<file path="config.mk">
export PLATFORM = sky130hd
export DESIGN_NAME = alu_seq_ctrl
export DESIGN_NICKNAME = d
export VERILOG_FILES = /design/src/rtl/alu_seq_ctrl_pkg.sv /design/src/rtl/alu_seq_ctrl_rr_arb2.sv /design/src/rtl/alu_seq_ctrl.sv
export SDC_FILE = /design/constraint.sdc
export NUM_CORES = 1
export LEC_CHECK = 0
export CORE_MARGIN = 4
export CORE_UTILIZATION = 40
export CTS_CLUSTER_DIAMETER = 200
export CTS_CLUSTER_SIZE = 14
export DETAILED_ROUTE_END_ITERATION = 8
export HOLD_SLACK_MARGIN = 0.02
export PLACE_DENSITY = 0.78
export SLEW_MARGIN = 20
export SYNTH_ARGS = -nofsm -noshare
export SYNTH_HDL_FRONTEND = slang
export SYNTH_HIERARCHICAL = 1
export SYNTH_SLANG_ARGS = --single-unit
</file>
<file path="constraint.sdc">
create_clock -name clk -period 2.5 [get_ports clk]
set_input_delay 0.5 -clock clk [delete_from_list [all_inputs] [get_ports clk]]
set_output_delay 0.5 -clock clk [all_outputs]
set_load 0.02 [all_outputs]
</file>
<file path="src/rtl/alu_seq_ctrl_pkg.sv">
// Shared opcodes, ALU control codes and FSM states for the ALU sequencer.
// Optional multiply support is enabled by defining ALU_SEQ_MUL_EN.
package alu_seq_ctrl_pkg;

  localparam logic [2:0] OP_ADD = 3'd0;
  localparam logic [2:0] OP_SUB = 3'd1;
  localparam logic [2:0] OP_AND = 3'd2;
  localparam logic [2:0] OP_OR  = 3'd3;
  localparam logic [2:0] OP_SLT = 3'd4;
  localparam logic [2:0] OP_MUL = 3'd5;

  localparam logic [3:0] ALUC_ADD = 4'b0010;
  localparam logic [3:0] ALUC_SUB = 4'b0110;
  localparam logic [3:0] ALUC_AND = 4'b0000;
  localparam logic [3:0] ALUC_OR  = 4'b0001;
  localparam logic [3:0] ALUC_SLT = 4'b0111;

  typedef enum logic [1:0] {
    S_IDLE,
    S_EXEC,
    S_MUL,
    S_RESP
  } state_t;

  function automatic logic [3:0] op_to_aluc(input logic [2:0] op);
    logic [3:0] c;
    case (op)
      OP_SUB:  c = ALUC_SUB;
      OP_AND:  c = ALUC_AND;
      OP_OR:   c = ALUC_OR;
      OP_SLT:  c = ALUC_SLT;
      default: c = ALUC_ADD;
    endcase
    return c;
  endfunction

endpackage

</file>
<file path="src/rtl/alu_seq_ctrl_rr_arb2.sv">
// Two-way round-robin arbiter; last_grant holds the index of the most recent winner.
module rr_arb2 (
  input  logic       clk,
  input  logic       rst_n,
  input  logic [1:0] req,
  input  logic       advance,
  output logic [1:0] gnt
);

  logic last_grant;

  always_comb begin
    gnt = '0;
    case (req)
      2'b01:   gnt = 2'b01;
      2'b10:   gnt = 2'b10;
      2'b11:   gnt = last_grant ? 2'b01 : 2'b10;
      default: gnt = '0;
    endcase
  end

  // Reset to 1 so requester 0 wins the first tie.
  always_ff @(posedge clk or negedge rst_n) begin
    if (!rst_n)
      last_grant <= 1'b1;
    else if (advance && (|gnt))
      last_grant <= gnt[1];
  end

endmodule

</file>
<file path="src/rtl/alu_seq_ctrl.sv">
// Shares one combinational ALU between two requesters with round-robin arbitration.
// Define ALU_SEQ_MUL_EN to build the shift-add multiply (op 5); otherwise op 5 is illegal.
module alu_seq_ctrl #(
  parameter int W         = 32,
  parameter int MUL_ITERS = 32
) (
  input  logic         clk,
  input  logic         rst_n,
  input  logic         req0_valid,
  output logic         req0_ready,
  input  logic [2:0]   req0_op,
  input  logic [W-1:0] req0_a,
  input  logic [W-1:0] req0_b,
  input  logic         req1_valid,
  output logic         req1_ready,
  input  logic [2:0]   req1_op,
  input  logic [W-1:0] req1_a,
  input  logic [W-1:0] req1_b,
  output logic         resp_valid,
  input  logic         resp_ready,
  output logic         resp_id,
  output logic [W-1:0] resp_result,
  output logic         resp_zf,
  output logic         resp_err,
  output logic [W-1:0] alu_op1,
  output logic [W-1:0] alu_op2,
  output logic [3:0]   alu_ctrl,
  input  logic [W-1:0] alu_result,
  input  logic         alu_zf
);
  import alu_seq_ctrl_pkg::*;

  if (MUL_ITERS != W) begin : g_bad_iters
    $error("MUL_ITERS must equal W");
  end

  state_t       state, state_nxt;
  logic [2:0]   op_q;
  logic [W-1:0] a_q, b_q;
  logic [1:0]   gnt;
  logic         idle, accept, sel_id, sel_legal;
  logic [2:0]   sel_op;
  logic [W-1:0] sel_a, sel_b;

  assign idle       = (state == S_IDLE);
  assign accept     = idle && (|gnt);
  assign req0_ready = idle && gnt[0];
  assign req1_ready = idle && gnt[1];
  assign resp_valid = (state == S_RESP);

  assign sel_id = gnt[1];
  assign sel_op = sel_id ? req1_op : req0_op;
  assign sel_a  = sel_id ? req1_a  : req0_a;
  assign sel_b  = sel_id ? req1_b  : req0_b;

  rr_arb2 u_arb (
    .clk     (clk),
    .rst_n   (rst_n),
    .req     ({req1_valid, req0_valid}),
    .advance (accept),
    .gnt     (gnt)
  );

`ifdef ALU_SEQ_MUL_EN
  localparam int CW = $clog2(MUL_ITERS);
  logic [CW-1:0] cnt;
  logic [W-1:0]  acc, mcand, mplier;
  logic          mul_last;

  assign mul_last  = (cnt == CW'(MUL_ITERS - 1));
  assign sel_legal = (sel_op <= OP_MUL);

  always_ff @(posedge clk or negedge rst_n) begin
    if (!rst_n) begin
      cnt    <= '0;
      acc    <= '0;
      mcand  <= '0;
      mplier <= '0;
    end else if (accept) begin
      cnt    <= '0;
      acc    <= '0;
      mcand  <= sel_a;
      mplier <= sel_b;
    end else if (state == S_MUL) begin
      cnt    <= cnt + CW'(1);
      acc    <= alu_result;
      mcand  <= mcand << 1;
      mplier <= mplier >> 1;
    end
  end
`else
  assign sel_legal = (sel_op <= OP_SLT);
`endif

  always_ff @(posedge clk or negedge rst_n) begin
    if (!rst_n)
      state <= S_IDLE;
    else
      state <= state_nxt;
  end

  always_comb begin
    state_nxt = state;
    case (state)
      S_IDLE: begin
        if (accept) begin
          if (!sel_legal)
            state_nxt = S_RESP;
`ifdef ALU_SEQ_MUL_EN
          else if (sel_op == OP_MUL)
            state_nxt = S_MUL;
`endif
          else
            state_nxt = S_EXEC;
        end
      end
      S_EXEC: state_nxt = S_RESP;
`ifdef ALU_SEQ_MUL_EN
      S_MUL:  if (mul_last) state_nxt = S_RESP;
`endif
      S_RESP: if (resp_ready) state_nxt = S_IDLE;
      default: state_nxt = S_IDLE;
    endcase
  end

  always_comb begin
    alu_op1  = '0;
    alu_op2  = '0;
    alu_ctrl = ALUC_ADD;
    case (state)
      S_EXEC: begin
        alu_op1  = a_q;
        alu_op2  = b_q;
        alu_ctrl = op_to_aluc(op_q);
      end
`ifdef ALU_SEQ_MUL_EN
      S_MUL: begin
        alu_op1 = acc;
        alu_op2 = mplier[0] ? mcand : '0;
      end
`endif
      default: ;
    endcase
  end

  // Illegal ops preload result 0 / zf 1; legal ops overwrite them before RESP.
  always_ff @(posedge clk or negedge rst_n) begin
    if (!rst_n) begin
      op_q        <= '0;
      a_q         <= '0;
      b_q         <= '0;
      resp_id     <= 1'b0;
      resp_result <= '0;
      resp_zf     <= 1'b0;
      resp_err    <= 1'b0;
    end else begin
      case (state)
        S_IDLE: begin
          if (accept) begin
            op_q        <= sel_op;
            a_q         <= sel_a;
            b_q         <= sel_b;
            resp_id     <= sel_id;
            resp_err    <= !sel_legal;
            resp_result <= '0;
            resp_zf     <= 1'b1;
          end
        end
        S_EXEC: begin
          resp_result <= alu_result;
          resp_zf     <= alu_zf;
        end
`ifdef ALU_SEQ_MUL_EN
        S_MUL: begin
          if (mul_last) begin
            resp_result <= alu_result;
            resp_zf     <= (alu_result == '0);
          end
        end
`endif
        default: ;
      endcase
    end
  end

endmodule

</file>
# --- Word-level counts from Yosys, hierarchy flattened ---
# Cells that the tools add are included.
classes:
  magnitude_cmp: 1
  eq_ne: 11
  n_mux: 17
  n_reduce_logical: 11
op_table:
  columns: ["op", "count"]
  rows:
  - ["32-bit two-way mux", 5]
  - ["32-bit case mux with 2 select lines", 1]
  - ["2-bit case mux with 3 select lines", 2]
  - ["3-bit case mux with 4 select lines", 1]
  - ["2-bit two-way mux", 4]
  - ["2-bit == test, second input constant", 3]
  - ["3-bit by 2-bit == test with 1-bit output, second input constant", 2]
  - ["3-bit two-way mux", 2]
  - ["2-bit AND reduction", 3]
  - ["2-bit by 1-bit == test with 1-bit output, second input constant", 2]
  - ["1-bit logical AND", 4]
  - ["2-bit by 1-bit inequality test with 1-bit output, second input constant", 2]
  - ["3-bit by 1-bit == test with 1-bit output, second input constant", 1]
  - ["3-bit == test, second input constant", 1]
  - ["3-bit less-or-equal comparator, second input constant", 1]
  - ["2-bit logical NOT", 1]
  - ["1-bit case mux with 2 select lines", 1]
  - ["2-bit nonzero test", 1]
  - ["2-bit OR reduction", 1]
  - ["1-bit logical NOT", 1]
  - ["1-bit two-way mux", 1]
totals:
  regBits: 105
  input_bits: 172
  output_inout_bits: 106
  wordCells: 49

# --- Depth between registers and ports, before layout ---
# Gate-level depths: netlist (run 1).
depth:
  ltp_word: 7
  mapped_depth: 8
  ltp_nobuf: 5

# --- Hierarchy ---
# Netlist (run 1), hierarchy kept.
by_module_without_submodules:
  columns: ["mod", "instances", "cells_per_inst", "area_per_inst_um2", "seq_area_each_um2"]
  rows:
  - ["alu_seq_ctrl", 1, 396, 5163.7, 2602.5]
  - ["rr_arb2", 1, 6, 56.3, 26.3]

# --- Worst setup path before layout (run 1) ---
# No wires, ideal clock.
synth_path:
  path_kind: "input port to output port"
  start: "input port req1_valid"
  end: "output port req1_ready"
  t_arrival_ps: 1418
  required_ps: 2000
  setup_slack_ps: 582
  stages: 5
  n_path_buf: 3
  cell_sequence: "a21boi_0 buf_2 buf_6 buf_2 and2_1"
synth_via:
  elab_chain_cells: 3
  elab_cells_between_ends: 5
  cone_classes: "3 x eq/ne; 1 x mux; 1 x reduce/logical"
synth_lines:
  columns: ["element", "line_no", "rtl"]
  rows:
  - ["start: declaration", "alu_seq_ctrl.sv:14", "input logic req1_valid,"]
  - ["2-bit == test / 2-bit by 1-bit == test with 1-bit output (equally long branches)", "alu_seq_ctrl_rr_arb2.sv:14", "case (req)"]
  - ["2-bit case mux with 3 select lines *", "alu_seq_ctrl_rr_arb2.sv:14", null]
  - ["1-bit logical AND *", "alu_seq_ctrl.sv:48", "assign req1_ready = idle && gnt[1];"]
  - ["end: declaration", "alu_seq_ctrl.sv:15", "output logic req1_ready,"]
# Mark *: on every way between the ends. The rest lies on a longest branch, timed or not.

# --- Final worst setup path (run 1) ---
layout_path:
  start: "register state[1]"
  end: "output port alu_ctrl[2]"
layout_via:
  elab_chain_cells: 2
layout_lines:
  columns: ["element", "line_no", "rtl"]
  rows:
  - ["start: declaration", "alu_seq_ctrl.sv:37", "state_t state, state_nxt;"]
  - ["start signal: assignment", "alu_seq_ctrl.sv:99", "state <= state_nxt;"]
  - ["2-bit by 1-bit == test with 1-bit output", "alu_seq_ctrl.sv:130", "case (state)"]
  - ["3-bit two-way mux", "alu_seq_ctrl.sv:130", null]
  - ["end: declaration", "alu_seq_ctrl.sv:27", "output logic [3:0] alu_ctrl,"]
# Every way passes these cells.

==> results.ini, run 1 <==
[clock_tree]
postCtsSetupBuffers = 0
htreeDepth = 3
cts_tree = yes
clk_path_buf_depth = 2
cts-root-buf = clkbuf_16
clkSlewWorstSetupHoldPaths_ps = 70
cts.sinks = 105
cts_made_buffers = 9
clock_latency_ps = 340
holdBufCountCts = 0

[die]
dieArea_um2 = 14940
die_w_um = 122.2
die_h_um = 122.2
start_util = 0.4103
core_um2 = 12720
io_pins = 278
rows = 41

[synthesis]
synth_top_cell_by_area = dfrtp_1
synth_cell_types = 31
synth_nets = 574
seq_area_frac_synth = 0.5036
synth_top_area_share = 0.4986
yosys_register_bits = 105
synth_area_leaders = dfrtp_1 (50%), mux2_2 (27%), and2_1 (7.9%), a22o_1 (5.5%), mux2_4 (2.6%)
syn_avg_cell_area_um2 = 12.99
synth_warnings = 6
syn_inst = 402
netlist_area_um2 = 5220

[global_route]
grt_pass1_wl_mm = 23.56
grt_pass1_vias = 4397
grt.total_usage = 0.2022
antenna_found_initial = 0
grt_max_degree = 58
gr-total-overflow = 0

[setup_path]
start_kind = flip-flop
end_kind = output port
cp.required_ps = 2000
worstPathMaxFanout = 7
cp.arrival_ps = 1860
worst-setup-path-type = reg2out

[cells_and_area]
multi_input_area_um2 = 2436
regArea_um2 = 2629
stdcell_area_um2 = 8493
instances_no_fill = 849
layout_commonest_cell = clkdlybuf4s50_1
area_growth_pct = 62.70
drive_above_1_share = 0.2511
final_util = 0.6676
n_fill_cell = 1039
n_antenna_cell = 0
final_cell_mix = clkdlybuf4s50_1 (208), mux2_2 (125), dfrtp_1 (104)
nets = 844

[route]
ant_nets = 0
num_vias = 4214
first_iter_violations = 152
wl_per_cell_um = 18.72
drc = 0
dr.pass1.iters = 4
wl_mm = 15.90
viasPerCell = 4.963

[power_and_ir_drop]
intPower_mw = 5.981
swShare = 0.3658
power_frac_clock = 0.154
powerDensity_nw_per_um2 = 1110
p_leak_nw = 3.792
worst_ir_drop_vdd_mv = 0.5564
power.total_mw = 9.431
seq_power_share = 0.317
comb_power_share = 0.530
netSwitchingPower_mw = 3.450

[place]
place_hpwl_mm = 11.96
gp_congestion = 0.8024
place_area_um2 = 8237
dp.cells = 832
dp_slack_ps = -47.10
port_buffers = 276

[timing]
final.setup.tns_ps = 0
min_period_ps = 2359
hold_viol = 0
fmax_mhz = 423.9
setup_slack_ps = 141.0
grt_setup_unrepaired = false
whs_ps = 47.32
finalSetupViolCount = 0
finClkSkew_ps = 8.897
final_min_period_over_clock_period = 0.9436
finalMaxSlewViolations = 0

[job]
max_cap_viol_count = 0

[run_status]
outcome = finished, final reports clean

[hold_path]
hold_class = in2async

cell families after synthesis:
group	after synthesis	share of synthesized area
AND/OR/NAND/NOR	84	0.09612
other	1	0.0007184
AO/OA/AOI/OAI	43	0.06808
buffers and inverters	34	0.03428
XOR/XNOR	1	0.001678
multiplexers	134	0.2955
flip-flops	105	0.5036
per-layer routing:
layer	wire (um)	part of all wire	track usage	vias to the layer above
met4	315	0.020	0.06298	0
met5	0	0	0	-
met3	1272	0.080	0.05806	25
met1	5926	0.37	0.2314	2068
li1	-	-	-	1951
met2	8381	0.53	0.3645	170
path summary, 6_finish.rpt:
check / start / end / slack [ps] / cells past startpoint
hold reg to reg: resp_id / resp_id / 490 / 1
max in group asynchronous: rst_n / b_q[26] / 1810 / 2
setup / recovery: state[1] / alu_ctrl[2] / 140 / 3
min in group clk: resp_id / resp_id / 490 / 1
hold / removal: rst_n / op_q[0] / 50 / 1
setup reg to reg: u_arb/last_grant / b_q[26] / 620 / 6
synth_stat cells:
master and instances:
a21boi_1 1, and2_1 66, nand2b_1 2, buf_2 14, nor3b_1 1, a21boi_0 1
inv_1 3, a22o_1 33, buf_1 1, nor2_2 2, dfstp_2 1, o22ai_1 1
dfrtp_1 104, mux2_4 9, o22a_1 1, a21oi_1 2, buf_4 1, o21ai_0 1
mux2_2 125, or2_2 1, xnor2_1 1, a31oi_1 1, o21a_1 1, nor2b_1 1
conb_1 1, nand2_1 5, buf_6 4, clkbuf_1 11, a21o_1 1, nor3_1 2
nor2_1 4
power by group through the flow:
stage	registers, mW	clock network (mW)	logic, mW
final	2.99	1.45	5.00
after global routing	3.09	1.56	5.32
after CTS	2.99	1.47	5.02
after detailed placement	3.01	0	5.30
after global placement	2.96	0	5.21
after floorplan	3.19	0	2.73
flip-flops by register name, indices dropped and copies added, names as in the netlist:
| signal | flops |
|---|---|
| a_q | 32 |
| resp_zf | 1 |
| u_arb/last_grant | 1 |
| resp_err | 1 |
| resp_result | 32 |
| state | 2 |
| op_q | 3 |
| b_q | 32 |
| resp_id | 1 |
final cells by class:
cell class	count	area share
clock buffers	12	0.03020
well taps	172	0.02534
repair buffers	290	0.3407
inverters	3	0.001326
multi-input cells	263	0.2868
clock inverters	4	0.006040
flip-flops and latches	105	0.3095
critical path: stages (launching register included):
cell and delay (ps):
dfrtp_1 460, nand2b_1 220, nor3_1 180, clkdlybuf4s50_1 660
repair_timing:
item | 4_1_cts | 5_1_grt
gates resized for setup | 65 | 2
cloned | 0 | 1
setup endpoints to repair | 65 | 2
(Power assumes the default switching activity.)
==> run 2: changes to the inputs <==
--- a/config.mk
+++ b/config.mk
@@ -12,6 +12,7 @@
 export DETAILED_ROUTE_END_ITERATION = 8
 export HOLD_SLACK_MARGIN = 0.02
 export PLACE_DENSITY = 0.78
+export SETUP_SLACK_MARGIN = 0.02
 export SLEW_MARGIN = 20
 export SYNTH_ARGS = -nofsm -noshare
 export SYNTH_HDL_FRONTEND = slang
==> run 2 against run 1 <==
Net effect:
- first-iteration DRC count decreased by 2.0%
- utilization is 0.26 points lower
- global-route usage stayed put
- clock power is essentially flat
- sequential share of layout area rose by 0.12 points
- critical path type unchanged
- critical endpoint unchanged
==> results.ini, run 2 (synthesis gave the netlist of run 1 again) <==
[run_status]
outcome = finished, final reports clean

[cells_and_area]
n_fill_cell = 1044  ; +0.48%
largest_registers = a_q: 32 flops, b_q: 32 flops, resp_result: 32 flops
final_cell_mix = clkdlybuf4s50_1 (208), mux2_2 (125), dfrtp_1 (104)
area_growth_pct = 62.08
multi_input_area_um2 = 2436  ; unchanged
drive_above_1_share = 0.2500  ; -0.001108
nets = 843  ; -0.12%
regArea_um2 = 2629  ; unchanged
stdcell_area_um2 = 8461  ; -0.38%
final_util = 0.6650  ; -0.002557
n_antenna_cell = 0  ; unchanged
layout_commonest_cell = clkdlybuf4s50_1

[power_and_ir_drop]
powerDensity_nw_per_um2 = 1105  ; -0.49%
power_frac_clock = 0.154  ; about the same
comb_power_share = 0.527  ; -0.003
seq_power_share = 0.319  ; +0.002
worst_ir_drop_vdd_mv = 0.5546  ; -0.32%
netSwitchingPower_mw = 3.410  ; -1.2%
swShare = 0.3648  ; -0.001036
p_leak_nw = 3.765  ; -0.71%
intPower_mw = 5.938  ; -0.71%

[clock_tree]
cts_made_buffers = 9  ; unchanged
clkSlewWorstSetupHoldPaths_ps = 70  ; about the same
cts.sinks = 105  ; unchanged
clock_latency_ps = 330  ; about the same
clk_path_buf_depth = 2  ; unchanged
postCtsSetupBuffers = 0  ; unchanged
htreeDepth = 3  ; unchanged
cts_tree = yes
cts-root-buf = clkbuf_16

[global_route]
antenna_found_initial = 0  ; unchanged
grt_pass1_wl_mm = 23.56  ; unchanged
grt.total_usage = 0.2022  ; unchanged
grt_pass1_vias = 4397  ; unchanged
gr-total-overflow = 0  ; unchanged
grt_max_degree = 58  ; unchanged

[setup_path]
cp.arrival_ps = 1860  ; about the same
ff2ff_setup_slack_ps = 620  ; about the same
crit_chain = nand2b_1 > nor3_1 > clkdlybuf4s50_1
worst-setup-path-type = reg2out
slowest_delay_ps = 660  ; about the same
start_kind = flip-flop
cp_slowest_cell = clkdlybuf4s50_1
cp.required_ps = 2000  ; about the same
worstPathMaxFanout = 7  ; unchanged
end_kind = output port

[route]
ant_nets = 0  ; unchanged
drc = 0  ; unchanged
first_iter_violations = 149  ; -2.0%
wl_mm = 15.68  ; -1.4%
num_vias = 4156  ; -1.4%
wl_per_cell_um = 18.49  ; -1.3%
viasPerCell = 4.901  ; -1.3%
dr.pass1.iters = 4  ; unchanged

[die]
start_util = 0.4103  ; unchanged
rows = 41  ; unchanged
die_h_um = 122.2  ; unchanged
io_pins = 278  ; unchanged
die_w_um = 122.2  ; unchanged
core_um2 = 12720  ; unchanged
dieArea_um2 = 14940  ; unchanged

[timing]
finClkSkew_ps = 9.778  ; +0.8814 ps
fmax_mhz = 424.6  ; +0.17%
final_min_period_over_clock_period = 0.9420  ; -0.001562
finalSetupViolCount = 0  ; unchanged
finalMaxSlewViolations = 0  ; unchanged
hold_viol = 0  ; unchanged
min_period_ps = 2355  ; -3.905 ps
grt_setup_unrepaired = false

[job]
max_cap_viol_count = 0  ; unchanged

[place]
place_area_um2 = 8237  ; unchanged
place_hpwl_mm = 11.96  ; unchanged
gp_congestion = 0.8024  ; unchanged
port_buffers = 276  ; unchanged

[hold_path]
hold_class = in2async

run 2: cell count changes in the layout (fill, tap and decap cells not counted):
| cell | before | now |
|---|---|---|
| dlygate4sd2_1 | 65 | 67 |
| dlymetal6s2s_1 | 2 | 0 |
| clkbuf_16 | 10 | 9 |
run 2: what timing repair did:
item,CTS,global route
hold buffers,0,0
setup endpoints to repair,67,0
resized for setup,67,0
run 2: worst max-delay path, delay by kind of cell, from the launching register on:
kind                   cells  cell delay (ps)
buffers and inverters      1              660
flip-flops                 1              460
AND/OR/NAND/NOR            2              400
run 2: power by group through the flow:
stage          clock, mW  sequential, mW  combinational, mW
2_1_floorplan          0            3.19               2.73
3_3_place_gp           0            2.96               5.21
3_5_place_dp           0            3.01               5.30
4_1_cts             1.47            2.99               5.01
5_1_grt             1.56            3.09               5.25
6_report            1.44            2.99               4.92
run 2: area by class of cell:
cell class	count	area share
tap	172	0.02544
multi-input combinational	263	0.2879
inverter	3	0.001331
clock inverter	4	0.006063
clock buffer	12	0.03032
timing repair buffer	289	0.3382
sequential	105	0.3107
run 2: path summary, 6_finish.rpt:
| kind | start | end | cells after the start |
|---|---|---|---|
| max | state[1] | alu_ctrl[2] | 3 |
| min | rst_n | b_q[24] | 1 |
| max reg2reg | u_arb/last_grant | b_q[26] | 6 |
| min reg2reg | resp_id | resp_id | 1 |
| max in group asynchronous | rst_n | b_q[26] | 2 |
| min in group clk | resp_id | resp_id | 1 |
run 2: metal layers:
metal | wire length [um] | track usage | vias up | share of wire
met5 | 0 | 0 | - | 0
met2 | 8316 | 0.3645 | 154 | 0.53
li1 | - | - | 1947 | -
met3 | 1225 | 0.05806 | 19 | 0.078
met4 | 254 | 0.06298 | 0 | 0.016
met1 | 5880 | 0.2314 | 2036 | 0.38
run 2: metrics by stage:
| step | power [mW] | setup TNS (ps) | setup WS, ps | cells | hold WS (ps) |
|---|---|---|---|---|---|
| after floorplan | 5.923 | 0 | 582.0 | 402 | 204.4 |
| after global placement | 8.171 | 0 | 3.847 | 832 | 399.3 |
| after detailed placement | 8.311 | -47.10 | -47.10 | 832 | 404.2 |
| after CTS | 9.473 | 0 | 116.0 | 848 | 41.69 |
| after global routing | 9.901 | 0 | 32.72 | 848 | 43.60 |
| final | 9.348 | 0 | 144.9 | 848 | 46.86 |
